File: config.mk
export PLATFORM = sky130hd
export DESIGN_NAME = led_pattern_engine
export DESIGN_NICKNAME = d
export VERILOG_FILES = /design/src/rtl/led_pattern_pkg.sv /design/src/rtl/switch_debounce.sv /design/src/rtl/led_pattern_engine.sv
export SDC_FILE = /design/constraint.sdc
export NUM_CORES = 1
export LEC_CHECK = 0
export CAP_MARGIN = 20
export CORE_MARGIN = 1.5
export CORE_UTILIZATION = 60
export DETAILED_ROUTE_END_ITERATION = 8
export PLACE_DENSITY = 0.77
export SLEW_MARGIN = 20
export SYNTH_ARGS = -nofsm -noshare
export SYNTH_HDL_FRONTEND = slang
export SYNTH_SLANG_ARGS = --single-unit
File: constraint.sdc
create_clock -name clk_i -period 2.85 [get_ports clk_i]
set_clock_uncertainty 0.05 [all_clocks]
set_input_delay 0.4275 -clock clk_i [delete_from_list [all_inputs] [get_ports clk_i]]
set_output_delay 0.4275 -clock clk_i [all_outputs]
set_load 0.1 [all_outputs]
File: src/rtl/led_pattern_pkg.sv
// Shared definitions for the LED pattern engine.
//   - Animation mode encodings (Mode input values).
//   - Ping-pong direction encoding.
//   - clog2_min1: counter width helper, never returns less than 1 bit.
package led_pattern_pkg;

    localparam logic [1:0] MODE_HOLD     = 2'b00;
    localparam logic [1:0] MODE_ROR      = 2'b01;
    localparam logic [1:0] MODE_ROL      = 2'b10;
    localparam logic [1:0] MODE_PINGPONG = 2'b11;

    typedef enum logic {
        DIR_RIGHT = 1'b0,
        DIR_LEFT  = 1'b1
    } dir_e;

    // Bits needed to hold values 0..value-1, with a floor of one bit so
    // degenerate counters (value <= 2) still have a legal vector width.
    function automatic int clog2_min1(input int unsigned value);
        int result;
        result = 1;
        for (int i = 1; i < 32; i++) begin
            if ((64'(1) << i) < 64'(value)) begin
                result = i + 1;
            end
        end
        return result;
    endfunction

endpackage

File: src/rtl/switch_debounce.sv
// One-bit switch conditioner: 2-FF synchroniser followed by a debounce
// counter. The stable output only changes after DEBOUNCE_CYCLES consecutive
// synchronised samples disagree with it.
// Ports:
//   clk_i     system clock
//   rst_ni    asynchronous active-low reset
//   sw_i      raw asynchronous switch, active-low
//   stable_o  debounced level (1 = released), resets to released
module switch_debounce
    import led_pattern_pkg::*;
#(
    parameter int DEBOUNCE_CYCLES = 1000000
) (
    input  logic clk_i,
    input  logic rst_ni,
    input  logic sw_i,
    output logic stable_o
);

    localparam int               CNT_W    = clog2_min1(DEBOUNCE_CYCLES);
    localparam logic [CNT_W-1:0] CNT_LAST = CNT_W'(DEBOUNCE_CYCLES - 1);

    logic             meta_q;
    logic             sync_q;
    logic             stable_q, stable_d;
    logic [CNT_W-1:0] cnt_q, cnt_d;

    // Synchroniser flops reset to released so no phantom press appears
    // after reset.
    always_ff @(posedge clk_i or negedge rst_ni) begin
        if (!rst_ni) begin
            meta_q   <= 1'b1;
            sync_q   <= 1'b1;
            stable_q <= 1'b1;
            cnt_q    <= '0;
        end else begin
            meta_q   <= sw_i;
            sync_q   <= meta_q;
            stable_q <= stable_d;
            cnt_q    <= cnt_d;
        end
    end

    // Any sample agreeing with the stable level restarts the count, so only
    // an unbroken run of DEBOUNCE_CYCLES differing samples is accepted.
    always_comb begin
        stable_d = stable_q;
        cnt_d    = '0;
        if (sync_q != stable_q) begin
            if (cnt_q == CNT_LAST) begin
                stable_d = sync_q;
            end else begin
                cnt_d = cnt_q + CNT_W'(1);
            end
        end
    end

    assign stable_o = stable_q;

endmodule

File: src/rtl/led_pattern_engine.sv
// N-LED animation engine driven from N active-low push buttons.
// A prescaler produces one tick every TICK_DIV cycles; on each tick the
// one-hot pattern is reloaded from the lowest pressed button or advanced
// according to the selected mode (hold / rotate right / rotate left /
// ping-pong). Step pulses for one cycle whenever the pattern updates.
// Optional feature macro: LED_PWM_EN adds a PWM_BITS brightness dimmer;
// LED and Step then lag the pattern by one registered cycle.
// Ports:
//   clk_i         system clock, rising edge
//   rst_ni        asynchronous active-low reset
//   switch_i      raw push buttons, active-low, asynchronous
//   mode_i        00 hold, 01 rotate right, 10 rotate left, 11 ping-pong
//   brightness_i  PWM duty select (only used with LED_PWM_EN)
//   led_o         LED drive, active-high
//   step_o        one-cycle pulse when the displayed pattern updates
module led_pattern_engine
    import led_pattern_pkg::*;
#(
    parameter int NUM_LEDS        = 8,
    parameter int TICK_DIV        = 33554432,
    parameter int DEBOUNCE_CYCLES = 1000000,
    parameter int PWM_BITS        = 4
) (
    input  logic                clk_i,
    input  logic                rst_ni,
    input  logic [NUM_LEDS-1:0] switch_i,
    input  logic [1:0]          mode_i,
    input  logic [PWM_BITS-1:0] brightness_i,
    output logic [NUM_LEDS-1:0] led_o,
    output logic                step_o
);

    localparam int                TICK_W    = clog2_min1(TICK_DIV);
    localparam logic [TICK_W-1:0] TICK_LAST = TICK_W'(TICK_DIV - 1);

    logic [NUM_LEDS-1:0] stable;
    logic [NUM_LEDS-1:0] pressed;
    logic [TICK_W-1:0]   presc_q, presc_d;
    logic                tick;
    logic [NUM_LEDS-1:0] pat_q, pat_d;
    dir_e                dir_q, dir_d;
    logic                step_q;

    for (genvar g = 0; g < NUM_LEDS; g++) begin : g_sw
        switch_debounce #(
            .DEBOUNCE_CYCLES (DEBOUNCE_CYCLES)
        ) u_debounce (
            .clk_i    (clk_i),
            .rst_ni   (rst_ni),
            .sw_i     (switch_i[g]),
            .stable_o (stable[g])
        );
    end

    assign pressed = ~stable;

    // Prescaler
    assign tick    = (presc_q == TICK_LAST);
    assign presc_d = tick ? '0 : presc_q + TICK_W'(1);

    always_ff @(posedge clk_i or negedge rst_ni) begin
        if (!rst_ni) begin
            presc_q <= '0;
            pat_q   <= NUM_LEDS'(1);
            dir_q   <= DIR_RIGHT;
            step_q  <= 1'b0;
        end else begin
            presc_q <= presc_d;
            pat_q   <= pat_d;
            dir_q   <= dir_d;
            step_q  <= tick;
        end
    end

    // Pattern / direction next state. Rotations are built from shifts so
    // that NUM_LEDS = 1 needs no zero-width slices.
    always_comb begin
        pat_d = pat_q;
        dir_d = dir_q;
        if (tick) begin
            if (|pressed) begin
                // Isolate lowest set bit: lowest pressed index wins.
                pat_d = pressed & (~pressed + NUM_LEDS'(1));
            end else begin
                case (mode_i)
                    MODE_HOLD: pat_d = pat_q;
                    MODE_ROR:  pat_d = (pat_q >> 1) | (pat_q << (NUM_LEDS - 1));
                    MODE_ROL:  pat_d = (pat_q << 1) | (pat_q >> (NUM_LEDS - 1));
                    default: begin // MODE_PINGPONG
                        if (dir_q == DIR_RIGHT) begin
                            if (pat_q[0]) begin
                                dir_d = DIR_LEFT;
                                pat_d = pat_q << 1;
                            end else begin
                                pat_d = pat_q >> 1;
                            end
                        end else begin
                            if (pat_q[NUM_LEDS-1]) begin
                                dir_d = DIR_RIGHT;
                                pat_d = pat_q >> 1;
                            end else begin
                                pat_d = pat_q << 1;
                            end
                        end
                    end
                endcase
            end
            // A single LED has nowhere to move; keep it lit in every mode.
            if (NUM_LEDS == 1) begin
                pat_d = '1;
            end
        end
    end

`ifdef LED_PWM_EN
    logic [PWM_BITS-1:0] pwm_cnt_q;
    logic                pwm_on;
    logic [NUM_LEDS-1:0] led_q, led_d;
    logic                step_dly_q;

    // All-ones brightness must be fully on, which the plain compare
    // against a wrapping counter cannot express.
    assign pwm_on = (pwm_cnt_q < brightness_i) || (&brightness_i);
    assign led_d  = pat_q & {NUM_LEDS{pwm_on}};

    always_ff @(posedge clk_i or negedge rst_ni) begin
        if (!rst_ni) begin
            pwm_cnt_q  <= '0;
            led_q      <= NUM_LEDS'(1);
            step_dly_q <= 1'b0;
        end else begin
            pwm_cnt_q  <= pwm_cnt_q + PWM_BITS'(1);
            led_q      <= led_d;
            step_dly_q <= step_q;
        end
    end

    assign led_o  = led_q;
    assign step_o = step_dly_q;
`else
    logic unused_brightness;
    assign unused_brightness = ^brightness_i;

    assign led_o  = pat_q;
    assign step_o = step_q;
`endif

endmodule

==> results.cfg, run 1 <==
[pwr]
comb_power_share_pct = 3.3
swShare_pct = 21.6
p_int_mw = 4.86
clkPwrFrac_pct = 45.3
peakVddDrop_mv = 0.434
power_switching_mw = 1.34
p_seq_share_pct = 51.5
p_per_area_mw_per_mm2 = 542
p_leak_nw = 4.92

[global_routing]
grt_pass1_wl_um = 32400
antenna_found_initial = 0
grt_start_max_net_pins = 69
grt_pass1_vias = 7069
overflow = 0
grtUsageTotal_pct = 21.5

[logic_synthesis]
async_flop_share_pct = 100
ys_dominant_reg_cell = dfrtp_1
ys_seq_area_share_pct = 53.4
synth_area_mm2 = 0.0103
yosys.area.top_type = dfrtp_1
avgSynthCellArea_um2 = 10.1
synth_top_area_share_pct = 47.0
ys_ff_latch = 219
synth_cells = 1025
synth-edff-count = 0
yosysWarnings = 0
synth_cell_type_count = 54
yosys-top-cells-area = dfrtp_1, xor2_1, nor2_1
syn_nets = 1054

[setup_path]
worstSetupPathType = register to register
rr_worst_depth = 5
cp-end-kind = register
cp_max_fo = 9
r2r_slack_ps = 560
cp_data_arrival_time_ps = 2620
r2r_end = led_o[6]
r2r_start = g_sw[0].u_debounce.stable_o
cp.required_ps = 3180
critPathLaunchType = register

[cts]
clk_path_buf_depth = 3
htreeDepth = 1
clock_latency_ps = 500
cts_setup_buffers = 0
clock-root-buffer = clkbuf_16
cts_tree = built
clkSinkCount = 219
clk_pin_slew_ps = 60
cts_buffers = 23

[sta]
fin_crit_sh_pct = 80.5
fmax_ghz = 0.436
max_slew_margin_pct = 47.2
finalSetupTns_ps = 0
period_minus_slack_ps = 2290
tightestPinTransition_ps = 781
hold_violations = 0
setup_ws_ps = 555
rsz0062_at_grt = false
setup_viol = 0
slew_violations = 0

[route]
vias = 7064
drc = 0
first_pass_iters = 4
drt.antenna.violating_nets = 0
avgViaCountPerCell = 5.49
drt-total-wl_um = 18200
wl_per_cell_um = 14.2
drt_iter0_drc = 351

[finish]
syn2layout_area_growth_pct = 10.8
fill_cells = 1274
final_common_cell = nor2_1
layout.nets = 1079
fin_area_mm2 = 0.0114
final_cell_mix = nor2_1, dfrtp_1, xor2_1, nand3_1, xnor2_1
layout-drive-gt1-share_pct = 9.57
diodes = 0

[min_path]
worst_hold_path_type = primary input to register
hold_depth = 1
hold_end = g_sw[6].u_debounce.meta_q
min_from = switch_i[6]

[job]
max-cap-violations = 0

[place]
place_congestion = 0.851
io_buffer_count = 20
hpwl_um = 11900
placed_area_mm2 = 0.0107
dp_slack_ps = 513

[floorplanning]
rows = 47
die_w_um = 134
die_h_um = 134
coreArea_mm2 = 0.0167
die_area_mm2 = 0.0180
io_pins = 25
start_util_pct = 61.8

[outcome]
status = completed
-- final cells by class --
class                   instances  area [µm²]  share of cell area (%)
inverters                      22        82.6                   0.722
clock buffers                  33         633                    5.53
well taps                     220         275                    2.41
flip-flops and latches        219        5510                    48.2
multi-input cells             756        4600                    40.2
repair buffers                 28         270                    2.36
clock inverters                 8        72.6                   0.634
-- power by group through the flow --
stage | Clock [mW] | Combinational, mW | Sequential [mW]
detailed placement | 0 | 0.207 | 3.25
CTS | 2.87 | 0.209 | 3.19
global placement | 0 | 0.203 | 3.24
finish | 2.81 | 0.202 | 3.19
global route | 2.99 | 0.237 | 3.19
floorplan | 0 | 0.101 | 3.24
-- synthesized netlist by cell type, drive strengths merged, types with 2 or more instances --
master / instances
nand2: 69
xor2: 95
mux2: 8
ha: 13
nand4: 28
nand3: 83
or2: 10
xnor2: 78
nand2b: 2
nor3: 24
nor4: 18
and3: 29
inv: 22
buf: 17
nor4bb: 2
a221o: 2
and4: 13
or3: 2
dfstp: 25
nor2b: 4
a22o: 5
o211ai: 2
mux2i: 2
nor4b: 7
or4: 2
nand4b: 7
a31oi: 5
o21ai: 10
nor2: 214
clkbuf: 11
dfrtp: 194
a21oi: 9
-- kinds of logic (layout without fill, tap and decap cells) --
kind of cell    count (synthesis)  in the layout  synth area share (%)
fa+ha+maj                      13             13                  1.58
buf+inv                        50             91                  2.08
xor+xnor                      173            173                  14.7
flops                         219            219                  53.4
simple gates                  516            516                  24.4
mux                            10             10                  1.07
compound gates                 44             44                  2.87
-- sequential cells by signal, indices dropped and copies added, names as in the netlist --
signal	count
dir_q	1
g_sw.u_debounce.cnt_q	160
g_sw.u_debounce.meta_q	8
g_sw.u_debounce.stable_o	8
g_sw.u_debounce.sync_q	8
led_o	8
presc_q	25
step_o	1
-- critical path, stage by stage (launching register included) --
cell	delay (ps)
dfstp_2	600
nand4_1	250
nor3_4	400
nand2_1	260
and4_4	290
mux2_1	310
-- metal layers --
| layer | vias to the layer above | wire length, µm | track usage [%] |
|---|---|---|---|
| met3 | 27 | 704 | 3.67 |
| li1 | 3507 | - | - |
| met5 | - | 0 | 0 |
| met1 | 3430 | 8700 | 31.0 |
| met2 | 100 | 8430 | 34.2 |
| met4 | 0 | 369 | 5.44 |
-- how the worst max path moves through the flow --
stage	depth (start not counted)	slack, ps	start	to
floorplan	6	670	led_o[7]	led_o[3]
detailed placement	8	510	mode_i[0]	led_o[5]
global placement	8	530	mode_i[0]	led_o[5]
global route	6	370	presc_q[0]	led_o[6]
finish	5	560	g_sw[0].u_debounce.stable_o	led_o[6]
CTS	6	530	presc_q[0]	led_o[6]
-- repair_timing --
action / in CTS / in global routing
endpoints found under the hold margin: 56 / 0
hold buffers: 1 / 0
gates resized for setup: 0 / 0
-- through the flow --
step	hold WS [ps]	power (mW)	instances	utilization (%)
global placement	295	3.45	1244	64.2
floorplan	81.9	3.34	1025	-
global route	277	6.42	1286	68.5
CTS	269	6.27	1286	68.5
detailed placement	297	3.45	1244	64.2
finish	287	6.20	1286	68.5
Power figures use the tool's default switching activity.
==> run 2: changes to the inputs <==
- CORE_UTILIZATION: 60 -> 56
- PLACE_DENSITY: 0.77 -> 0.75
- clock period: 2.85 -> 2.1 ns (I/O delays scaled with it)
==> run 2 against run 1 <==
  * Sequential share of layout area is 1.6 points lower
  * Sequential power rose by 36%
  * First-iteration DRC count down 15%
  * Clock power rose by 52%
  * Final cell count increased by 3.0%
  * Wire length increased by 3.5%
  * Non-clock buffer count grew 28
  * Via count rose by 2.3%
  * Combinational power grew 49%
  * Global-route usage decreased by 1.5 points
  * Total power is 44% higher
==> results.cfg, run 2 (synthesis results as in run 1) <==
[outcome]
status = completed

[floorplanning]
die_area_mm2 = 0.0193
die_w_um = 139
rows = 49
coreArea_mm2 = 0.0180
die_h_um = 139
start_util_pct = 57.3
io_pins = 25

[pwr]
p_int_mw = 6.99
power_switching_mw = 1.92
swShare_pct = 21.5
p_leak_nw = 5.16
comb_power_share_pct = 3.4
p_seq_share_pct = 48.6
peakVddDrop_mv = 0.741
p_total_mw = 8.91
clkPwrFrac_pct = 48.0
p_per_area_mw_per_mm2 = 752

[global_routing]
met2_usage_pct = 32.8
grtUsageMet3_pct = 3.18
grt_use_met1_pct = 27.6
antenna_found_initial = 0
grt_pass1_vias = 7084
grt_pass1_wl_um = 32800
grtUsageTotal_pct = 20.0
overflow = 0
busiest_layer = met2
grt_start_max_net_pins = 52

[setup_path]
slowest_delay_ps = 410
cp.depth = 5
rr_worst_depth = 5
r2r_end = led_o[7]
critPathLaunchType = register
cp.required_ps = 2440
cp-end-kind = register
worstSetupPathType = register to register
r2r_start = presc_q[9]
cp.buffers_inverters = 0
slowest_stage = dfrtp_1
cp_data_arrival_time_ps = 2300
worstPathCellList = nand4_1, nor4_4, and3_1, and4_4, mux2_1
cp_max_fo = 5
crit_family = simple AND/OR/NAND/NOR gates
r2r_slack_ps = 140

[sta]
period_minus_slack_ps = 1960
fmax_ghz = 0.509
setup_viol = 0
setup_ws_ps = 135
max_slew_margin_pct = 64.1
hold_violations = 0
tightestPinTransition_ps = 535
slew_violations = 0
rsz0062_at_grt = false
fin_crit_sh_pct = 93.6

[cts]
htreeDepth = 1
cts_setup_buffers = 0
cts_tree = built
cts_buffers = 24
clk_pin_slew_ps = 60
clkSinkCount = 219
clk_path_buf_depth = 3
clock-root-buffer = clkbuf_16
clock_latency_ps = 520

[finish]
largest_reg_flops = 160
diodes = 0
layout-drive-gt1-share_pct = 12.8
syn2layout_area_growth_pct = 14.7
reg.largest.list = g_sw.u_debounce.cnt_q x160, presc_q x25
final_cell_mix = nor2_1, dfrtp_1, xor2_1, nand3_1, xnor2_1
regMostFlops = g_sw.u_debounce.cnt_q
layout.nets = 1108
final_common_cell = nor2_1

[route]
drt-total-wl_um = 18800
drc = 0
avgViaCountPerCell = 5.45
wl_per_cell_um = 14.2
first_pass_iters = 4
drt.antenna.violating_nets = 0
drt_iter0_drc = 298
vias = 7224

[place]
hpwl_um = 12700
place_congestion = 0.853
io_buffer_count = 20
dp_slack_ps = -115

[job]
max-cap-violations = 0

[min_path]
worst_hold_path_type = primary input to register
hold_end = g_sw[2].u_debounce.meta_q
hold_depth = 1
min_from = switch_i[2]
run 2: changes by cell type in the layout (fill, tap and decap cells not counted), moves of 3 or more:
cell	before	now
buf_12	2	5
buf_4	14	39
clkbuf_1	8	3
clkbuf_8	2	5
or2_2	10	6
or2_4	0	4
run 2: what timing repair did:
item	in CTS	in global routing
endpoints found under the setup margin	0	66
resized for setup	0	7
endpoints found under the hold margin	46	0
hold buffers	1	0
run 2: routing by layer:
layer  vias up  share of wire, %
li1       3583                 -
met1      3509                47
met2        90                47
met3        42               2.9
met4         0               3.1
met5         -                 0
run 2: layout make-up:
type	instances	area, µm²
Fill cell	1461	6180
Sequential cell	219	5510
Multi-Input combinational cell	756	4630
Clock buffer	33	706
Timing Repair Buffer	56	518
Tap cell	229	287
Clock inverter	10	113
Inverter	22	82.6
run 2: power groups by stage:
stage	Combinational, mW	Clock (mW)	Sequential (mW)
2_1_floorplan	0.138	0	4.40
3_3_place_gp	0.299	0	4.40
3_5_place_dp	0.304	0	4.41
4_1_cts	0.308	4.37	4.33
5_1_grt	0.347	4.53	4.34
6_report	0.301	4.27	4.33
run 2: worst max path at each step:
stage | endpoint | slack (ps) | start
5_1_grt | led_o[7] | 20 | presc_q[9]
6_report | led_o[7] | 140 | presc_q[9]
3_5_place_dp | led_o[4] | -110 | mode_i[0]
4_1_cts | led_o[7] | 70 | presc_q[1]
2_1_floorplan | led_o[3] | 40 | led_o[0]
3_3_place_gp | led_o[0] | -100 | mode_i[0]
run 2: through the flow:
step,cell area [µm²],hold slack [ps],utilization [%],cells,TNS (ps)
5_1_grt,11800,153,65.7,1325,0
6_report,11800,148,65.7,1325,0
2_1_floorplan,10300,-30.6,-,1025,0
3_5_place_dp,11000,212,61.0,1281,-387
4_1_cts,11800,136,65.6,1325,0
3_3_place_gp,11000,210,61.0,1281,-214
